<file path="config.mk">
export PLATFORM = sky130hd
export DESIGN_NAME = mux_scan_ctrl
export DESIGN_NICKNAME = d
export VERILOG_FILES = /design/src/rtl/mux_scan_pkg.sv /design/src/rtl/scan_prescaler.sv /design/src/rtl/mux_scan_ctrl.sv
export SDC_FILE = /design/constraint.sdc
export NUM_CORES = 1
export LEC_CHECK = 0
export ABC_AREA = 1
export BUFFER_PORTS_ARGS = -buffer_cell sky130_fd_sc_hd__buf_4
export CAP_MARGIN = 20
export CORE_MARGIN = 4
export CORE_UTILIZATION = 55
export CTS_BUF_LIST = sky130_fd_sc_hd__clkbuf_16
export DETAILED_ROUTE_END_ITERATION = 12
export GPL_ROUTABILITY_DRIVEN = 0
export PLACE_DENSITY = 0.75
export SLEW_MARGIN = 20
export SYNTH_ARGS = -nofsm -noshare
export SYNTH_HDL_FRONTEND = slang
export SYNTH_SLANG_ARGS = --single-unit
</file>
<file path="constraint.sdc">
create_clock -name clk -period 1.85 [get_ports clk]
set_clock_uncertainty 0.15 [all_clocks]
set_input_delay 0.0925 -clock clk [delete_from_list [all_inputs] [get_ports clk]]
set_output_delay 0.0925 -clock clk [all_outputs]
set_load 0.005 [all_outputs]
</file>
<file path="src/rtl/mux_scan_pkg.sv">
// Shared types and helpers for the 7-segment digit scan controller.
package mux_scan_pkg;

    localparam int unsigned N_DIGITS = 4;
    localparam int unsigned SEL_W    = 2;

    typedef enum logic {
        BLANK = 1'b0,
        SHOW  = 1'b1
    } scan_state_e;

    // First enabled digit after cur (cur+1, cur+2, cur+3, then cur); holds cur if mask is empty.
    function automatic logic [SEL_W-1:0] next_digit(
        input logic [SEL_W-1:0]    cur,
        input logic [N_DIGITS-1:0] mask
    );
        logic [SEL_W-1:0] nxt;
        logic [SEL_W-1:0] cand;
        nxt = cur;
        // Walk from the farthest candidate down so the nearest enabled one wins.
        for (int k = N_DIGITS - 1; k >= 1; k--) begin
            cand = cur + SEL_W'(k);
            if (mask[cand]) begin
                nxt = cand;
            end
        end
        return nxt;
    endfunction

endpackage

</file>
<file path="src/rtl/scan_prescaler.sv">
// Refresh prescaler: counts clk cycles within a digit slot and flags the last one.
module scan_prescaler #(
    parameter int unsigned CLK_DIV = 50000,
    parameter int unsigned CNT_W   = 20
) (
    input  logic             clk,
    input  logic             rst_n,
    input  logic             en,
    output logic [CNT_W-1:0] pcnt,
    output logic             slot_tick
);

    localparam logic [CNT_W-1:0] TERM = CNT_W'(CLK_DIV - 1);

    logic [CNT_W-1:0] pcnt_q;
    logic [CNT_W-1:0] pcnt_d;

    // Last cycle of the slot, only while scanning.
    assign slot_tick = en && (pcnt_q == TERM);
    assign pcnt      = pcnt_q;

    // Wrap at the terminal count; freeze while disabled.
    always_comb begin
        pcnt_d = pcnt_q;
        if (en) begin
            pcnt_d = (pcnt_q == TERM) ? '0 : pcnt_q + CNT_W'(1);
        end
    end

    // Counter register.
    always_ff @(posedge clk or negedge rst_n) begin
        if (!rst_n) begin
            pcnt_q <= '0;
        end else begin
            pcnt_q <= pcnt_d;
        end
    end

endmodule

</file>
<file path="src/rtl/mux_scan_ctrl.sv">
// Digit scan sequencer for a 4-digit multiplexed 7-segment display.
// Drives the mux select and active-low anodes, blanking at each digit change.
// Optional build macro MUX_SCAN_DIM_EN adds a 2-bit per-slot brightness input `dim`.
module mux_scan_ctrl
    import mux_scan_pkg::*;
#(
    parameter int unsigned CLK_DIV      = 50000,
    parameter int unsigned BLANK_CYCLES = 16,
    parameter int unsigned CNT_W        = 20
) (
    input  logic                clk,
    input  logic                rst_n,
    input  logic                en,
    input  logic [N_DIGITS-1:0] dig_mask,
`ifdef MUX_SCAN_DIM_EN
    input  logic [1:0]          dim,
`endif
    output logic [SEL_W-1:0]    sel,
    output logic [N_DIGITS-1:0] anode_n,
    output logic                slot_tick
);

    localparam logic [CNT_W-1:0] BLANK_LAST = CNT_W'(BLANK_CYCLES - 1);

    logic [CNT_W-1:0]    pcnt;
    scan_state_e         state_q,   state_d;
    logic [CNT_W-1:0]    bcnt_q,    bcnt_d;
    logic [SEL_W-1:0]    sel_q,     sel_d;
    logic [N_DIGITS-1:0] anode_n_q, anode_n_d;
    logic                duty_ok;

    scan_prescaler #(
        .CLK_DIV (CLK_DIV),
        .CNT_W   (CNT_W)
    ) u_prescaler (
        .clk       (clk),
        .rst_n     (rst_n),
        .en        (en),
        .pcnt      (pcnt),
        .slot_tick (slot_tick)
    );

`ifdef MUX_SCAN_DIM_EN
    localparam int unsigned TW   = CNT_W + 3;
    localparam int unsigned SPAN = CLK_DIV - BLANK_CYCLES;

    logic [1:0]    dim_q, dim_d;
    logic [TW-1:0] on_limit;

    // Brightness is latched at the slot boundary; anode lit while the next pcnt is below the limit.
    always_comb begin
        dim_d    = slot_tick ? dim : dim_q;
        on_limit = TW'(BLANK_CYCLES) + ((TW'(SPAN) * (TW'(dim_q) + TW'(1))) >> 2);
        duty_ok  = (TW'(pcnt) + TW'(1)) < on_limit;
    end

    // Brightness register, full duty out of reset.
    always_ff @(posedge clk or negedge rst_n) begin
        if (!rst_n) begin
            dim_q <= 2'b11;
        end else begin
            dim_q <= dim_d;
        end
    end
`else
    logic unused_pcnt;

    // Without dimming the digit stays lit for the rest of the slot.
    assign duty_ok     = 1'b1;
    assign unused_pcnt = ^pcnt;
`endif

    // Next state, blanking counter, digit advance and anode decode.
    always_comb begin
        state_d   = state_q;
        bcnt_d    = bcnt_q;
        sel_d     = sel_q;
        anode_n_d = '1;

        if (!en) begin
            state_d = BLANK;
            bcnt_d  = '0;
        end else if (slot_tick) begin
            state_d = BLANK;
            bcnt_d  = '0;
            sel_d   = next_digit(sel_q, dig_mask);
        end else if (state_q == BLANK) begin
            if (bcnt_q == BLANK_LAST) begin
                state_d = SHOW;
                bcnt_d  = '0;
            end else begin
                bcnt_d = bcnt_q + CNT_W'(1);
            end
        end

        // sel never changes on an edge that enters or stays in SHOW, so sel_q is the lit digit.
        if ((state_d == SHOW) && dig_mask[sel_q] && duty_ok) begin
            anode_n_d[sel_q] = 1'b0;
        end
    end

    // State, select and anode registers; reset blanks the display immediately.
    always_ff @(posedge clk or negedge rst_n) begin
        if (!rst_n) begin
            state_q   <= BLANK;
            bcnt_q    <= '0;
            sel_q     <= '0;
            anode_n_q <= '1;
        end else begin
            state_q   <= state_d;
            bcnt_q    <= bcnt_d;
            sel_q     <= sel_d;
            anode_n_q <= anode_n_d;
        end
    end

    assign sel     = sel_q;
    assign anode_n = anode_n_q;

endmodule

</file>
Word-level counts from Yosys, hierarchy flattened
Index checks and enable logic that the tools add are counted. Widths: inputs -> output; s select.

Add/sub/neg operators: 5. Magnitude comparators: 5. Equal/unequal tests: 3. Mux-type cells: 23. Bitwise logic cells: 1. Reduce and logical (&&, ||, !) cells: 5.

Operators with widths (number): $mux 20 (5); $add 20x1->20 const B (2); $eq 20x16->1 const B (1); $eq 20x4->1 const B (1); $lt 2x3->1 const B (4); $mux 1 (9); $bmux 1 s2 (4); $mux 2 (3); $add 2x2->2 const B (2); $mux 4 (1); $not 4->4 (1); $logic_and 1x1->1 (3); $ne 3x3->1 const B (1); $reduce_and 3->1 (1); $reduce_bool 3->1 (1); $add 2x1->2 const B (1); $demux 1 s2 (1); $ge 2x1->1 const B (1).

Register bits after elaboration: 47. Logic and storage cells: 47.

Longest topological paths before layout
Depth after elaboration: 7. Depth in mapped cells: 11. Depth with buffers taken out: 11.

Cells and area by module
Synthesis repeated with hierarchy kept, for this count alone.

Cells, all modules: 412. Area total of the unflattened synthesis: 3015.4 um^2.

Modules (own cells, without submodules): mux_scan_ctrl (instances 1, cells an instance 240, area each 1726.7 um^2, sequential area each 680.7 um^2); scan_prescaler (instances 1, cells an instance 172, area each 1288.7 um^2, sequential area each 500.5 um^2).

Least setup slack after synthesis
Ideal clock, no wire load.

Path type: reg2reg. Start point: register sel_q[0], in the netlist sel[0]. End point: register sel_q[0], in the netlist sel[0]. Setup time: 0.116 ns. Arrival time: 1.593 ns. Setup slack: -0.009 ns. Stages on the path, launching flop included: 11. Path buffers: 1. Cells stage by stage: dfrtp_1 buf_2 inv_1 ha_1 inv_1 o21ai_0 inv_1 o21ai_0 nand2_1 nand2_1 nand2_1.

Word-level cells in the longest chain between the ends: 5.

RTL lines: start: declaration (RTL line mux_scan_ctrl.sv:28) `logic [SEL_W-1:0] sel_q, sel_d;`; start signal: assignment (RTL line mux_scan_ctrl.sv:112) `sel_q <= sel_d;`; $add 2x2->2 or $add 2x1->2 (tied branches) (RTL line mux_scan_pkg.sv:22) `cand = cur + SEL_W'(k);`; $bmux 1 s2 (RTL line mux_scan_pkg.sv:23) `if (mask[cand]) begin`; $mux 1 (not written as such) (RTL line mux_scan_pkg.sv:23); $reduce_bool 3->1 (no line) or $mux 2 (tied branches); $reduce_and 3->1 (no line) or $mux 2 (tied branches).

Parallel ways exist; a longest one is shown, timed or not. The select of a mux whose other input is x is not followed. A chain may end at the register's enable or synchronous reset.

Worst setup path in the final report
Start point: register u_prescaler.pcnt_q[5], in the netlist u_prescaler.pcnt[5]. End point: output slot_tick.

Word-level cells in the longest chain between the ends: 2.

RTL lines: start: declaration (RTL line scan_prescaler.sv:15) `logic [CNT_W-1:0] pcnt_q;`; start signal: assignment (RTL line scan_prescaler.sv:35) `pcnt_q <= pcnt_d;`; $eq 20x16->1 (RTL line scan_prescaler.sv:19) `assign slot_tick = en && (pcnt_q == TERM);`; $logic_and 1x1->1 (RTL line scan_prescaler.sv:19); end: declaration (RTL line mux_scan_ctrl.sv:20) `output logic slot_tick`.

Every way passes these cells.

==> results.md <==
- The remaining max-slew budget at the tightest pin is 0.6062.
- Walking the worst path, the cells encountered are nor2_2 -> nand2_1 -> nor2_2 -> nand3_4 -> buf_6 -> nor2_4 -> buf_6.
- After detailed routing, the total wire length is 6.590 mm.
- Setup total negative slack on the finished layout was measured at -0.01297 ns.
- The worst setup path is launched from a flop.
- In this run the worst setup path begins at u_prescaler.pcnt[5].
- Setup slack on the critical path of the routed design comes to -0.01297 ns.
- The worst register-to-register path ends at sel[1].
- The count of pins over their slew limit was 0.
- In the final layout, the multi-input gates occupy 1677 sq um.
- The slowest stage of the critical path is the sky130_fd_sc_hd__dfrtp_1 cell.
- For this configuration, the core starts out at a cell density of 0.5793.
- After detailed routing, the number of vias per cell comes to 5.121.
- Once layout is complete, the utilization of the core stands at 0.6808.
- The worst slack at placement is -0.1105 ns.
- The height of the die is about 80 um.
- Counting flops and latches in the post-synthesis netlist gives 47.
- The via count of the first global-routing pass is 2,580.
- The final net count is 472.
- Counting tap cells, the placed design contains a total of 515 instances.
- The capture point of the worst path is slot_tick.
- The number of remaining DRC errors is 0.
- The I/O pin count is 14.
- The wire length of the first global-routing pass is 11.44 mm.
- The sequential cells in the finished layout cover a total of 1181 sq um.
- During synthesis, Yosys emitted a total of 0 warnings.
- Setup repair after global routing could not meet its margin everywhere.
- The peak fanout along the critical path is 4.
- After filler insertion, the fill cell instance count of the layout stands at 434.
- The highest clock rate is 536.8 MHz.
- CTS built an H-tree with a depth of 2.
- Setup violations remaining at the end of the flow were counted as 1.
- The type of the worst setup path is reg -> out.
- The number of distinct standard cells referenced by the synthesized netlist is 36.
- Clock-pin slew was measured on the worst setup and hold paths at 0.06 ns.
- The worst ir drop on vdd is 669.9 uV.
- Final hold analysis gives a worst-case slack of 0.01655 ns.
- The HPWL after detailed placement is approximately 4.6 mm.
- The share of the Yosys chip area taken by registers is 0.3893.
- The count of antenna diodes in the layout is 0.
- The synthesized netlist occupies a cell area of 3034 sq um.
- In this run, CTS created clock tree buffers numbering 5.
- Data on the critical path arrives at its endpoint at 1.62 ns.
- The worst hold path depth is 3.
- The data required time at the worst endpoint is 1.61 ns.
- Overall power consumption after layout is estimated at 2.438 mW.
- The register-to-register setup slack is approximately 0.040 ns.
- The placeable core region is 5238 sq um.
- After global routing the overflow that remains totals 0.
- The static leakage power is roughly 1.8 nW.
- The flow ran to the end, but the final reports show violations.
- The number of antenna violations at the first check in global routing is 0.
- Once detail routing completed, the nets flagged for antenna violations numbered 0.
- No sink is reached through more buffers than the 2 on the longest clock path.
- In the final layout, the share of cells above drive strength 1 is 0.2065.
- For this design the ratio of total power to cell area is 683.6 nW/um^2.
- The die covers 6769 sq um.
- The post-synth net total is 435.
- The hold violation total from the final report is 0.
- Row generation in the floorplan step produced 26 rows.
- The largest incremental delay on the critical path is 0.42 ns.
- The CTS root buffer is sky130_fd_sc_hd__clkbuf_16.
- The layout overhead on the synthesized area is 17.53%.
- The clock sink count is 47.
- For the pin with the worst max-slew slack, the measured transition is 0.5907 ns.
- Entering global routing, the biggest net connects 48 pins.
- In this run the worst hold path is classified as in -> reg.
- The mean routed wirelength per cell is 12.43 um.
- The period utilization is 1.007.
- In this run the critical register-to-register path is launched from u_prescaler.pcnt[5].
- The die is 82.28 um wide.
- The via count is ~2,700.
- The number of detailed-routing iterations run before antenna repair is 4.
- The overall routing resource usage is 0.2176.
- The minimum period implied by the final worst setup slack is 1.863 ns.
- Synthesis handed over a netlist of between 400 and 500 instances.
- The final reports fail on setup timing.
- The iteration-0 DRC count of the detailed router is 118.
- The total of max-cap violations is 0.
- The clock tree from TritonCTS is done.
- The clock insertion delay at the later pin of the skew report is 0.29 ns.
- For the worst flop-to-flop path, the logic depth is 10.
- The cell area after placement is 3286 sq um.
- The worst setup path is captured at an output port.
- In this run the tool buffered the top-level ports with 13 buffer cells.
- The finished cells cover 3566 sq um.
- The average cell area after synthesis is between 7 and 8 sq um.
- Once layout is complete, the cells apart from fillers number 530.
## placed cells by master (no fill, tap or decap), types with 2 or more instances in the layout
cell,count
sky130_fd_sc_hd__nand2_1,132
sky130_fd_sc_hd__nor2_1,49
sky130_fd_sc_hd__inv_1,47
sky130_fd_sc_hd__dfrtp_1,43
sky130_fd_sc_hd__nand3_1,31
sky130_fd_sc_hd__buf_4,30
sky130_fd_sc_hd__nand4_1,14
sky130_fd_sc_hd__nor2_4,12
sky130_fd_sc_hd__xor2_1,10
sky130_fd_sc_hd__nor3_1,10
sky130_fd_sc_hd__nor2_2,7
sky130_fd_sc_hd__nand2_2,6
sky130_fd_sc_hd__o21ai_0,6
sky130_fd_sc_hd__a21oi_1,6
sky130_fd_sc_hd__inv_2,5
sky130_fd_sc_hd__ha_1,5
sky130_fd_sc_hd__clkbuf_16,5
sky130_fd_sc_hd__clkinv_2,4
sky130_fd_sc_hd__dfstp_2,4
sky130_fd_sc_hd__buf_6,4
sky130_fd_sc_hd__nand3_2,3
sky130_fd_sc_hd__nand2_4,3
sky130_fd_sc_hd__o21ai_2,3
sky130_fd_sc_hd__o21ai_1,3
sky130_fd_sc_hd__nand3_4,2
sky130_fd_sc_hd__a21oi_2,2
sky130_fd_sc_hd__or2_2,2
sky130_fd_sc_hd__xnor2_1,2
## timing repair
| item | CTS | global route |
|---|---|---|
| cloned | 0 | 1 |
| setup buffers | 5 | 0 |
| pin swaps | 3 | 5 |
| hold buffers | 1 | 0 |
| hold endpoints to repair | 43 | 0 |
| setup endpoints to repair | 21 | 25 |
| gates resized for setup | 4 | 18 |
## routing by layer
layer	wire [um]	track usage	up-vias
met3	276	0.03796	16
li1	-	-	1405
met1	2768	0.2680	1243
met2	3399	0.3782	50
met4	145	0.08140	0
met5	0	0	-
## cell families after synthesis
kind of cell    count (synthesis)  synth area share
fa+ha+maj                       6           0.02474
flops                          47            0.3893
buf+inv                        59           0.08371
compound gates                 25           0.04908
xor+xnor                       12           0.03464
simple gates                  273            0.4186
## sequential cells by signal (all words and copies together), names as in the netlist
signal            count
anode_n               4
bcnt_q               20
sel                   2
state_q               1
u_prescaler.pcnt     20
## worst min-delay path by stage
stage / endpoint / from
final: bcnt_q[9] / en
after global routing: u_prescaler.pcnt[1] / en
after CTS: u_prescaler.pcnt[1] / en
after detailed placement: bcnt_q[13] / rst_n
after global placement: bcnt_q[15] / rst_n
after floorplan: bcnt_q[0] / rst_n
## final cells by class
cell class / instances / share of cell area
clock buffer: 5 / 0.03509
inverter: 53 / 0.05614
clock inverter: 3 / 0.004211
tap: 70 / 0.02456
sequential: 47 / 0.3312
multi-input combinational: 317 / 0.4702
timing repair buffer: 35 / 0.07860
## synthesized netlist by cell type
cell type                  number  share of area
sky130_fd_sc_hd__inv_1         47          0.058
sky130_fd_sc_hd__nand4_1       14          0.029
sky130_fd_sc_hd__nand2_1      132           0.16
sky130_fd_sc_hd__xnor2_1        2         0.0058
sky130_fd_sc_hd__nand3_4        1         0.0058
sky130_fd_sc_hd__nand3_1       32          0.053
sky130_fd_sc_hd__inv_2          5         0.0062
sky130_fd_sc_hd__or2_2          2         0.0041
sky130_fd_sc_hd__o22ai_1        1         0.0021
sky130_fd_sc_hd__clkinv_2       1         0.0016
sky130_fd_sc_hd__buf_2          1         0.0016
sky130_fd_sc_hd__nand3_2        3         0.0099
sky130_fd_sc_hd__xor2_1        10          0.029
sky130_fd_sc_hd__clkbuf_1       1         0.0012
sky130_fd_sc_hd__nand2_4        3          0.011
sky130_fd_sc_hd__a31oi_1        1         0.0021
sky130_fd_sc_hd__o21ai_1        3         0.0049
sky130_fd_sc_hd__o211ai_1       1         0.0025
sky130_fd_sc_hd__nand2_2        6          0.012
sky130_fd_sc_hd__dfrtp_1       43           0.35
sky130_fd_sc_hd__nor2_1        53          0.066
sky130_fd_sc_hd__a21boi_0       1         0.0025
sky130_fd_sc_hd__o21ai_0        8          0.013
sky130_fd_sc_hd__a21oi_1        6         0.0099
sky130_fd_sc_hd__a21oi_2        2         0.0058
sky130_fd_sc_hd__nor2_2         8          0.016
sky130_fd_sc_hd__ha_1           6          0.025
sky130_fd_sc_hd__buf_6          4          0.015
sky130_fd_sc_hd__o211a_1        1         0.0033
sky130_fd_sc_hd__and3_1         1         0.0021
sky130_fd_sc_hd__nor3_2         1         0.0033
sky130_fd_sc_hd__nor4_2         1         0.0041
sky130_fd_sc_hd__o21ai_2        1         0.0029
sky130_fd_sc_hd__dfstp_2        4          0.035
sky130_fd_sc_hd__nor3_1        10          0.016
sky130_fd_sc_hd__nor2_4         6          0.022
## power by group
group          total (mW)  switching [mW]  internal [mW]
combinational       0.395           0.235          0.160
sequential           1.17          0.0735           1.10
clock               0.869           0.376          0.493
total                2.44           0.684           1.75
## critical path, delay by kind of cell (launching register included)
family / cells / cell delay [ns]
buf+inv: 2 / 0.26
flops: 1 / 0.42
simple gates: 5 / 0.66
Power figures use the tool's default switching activity.
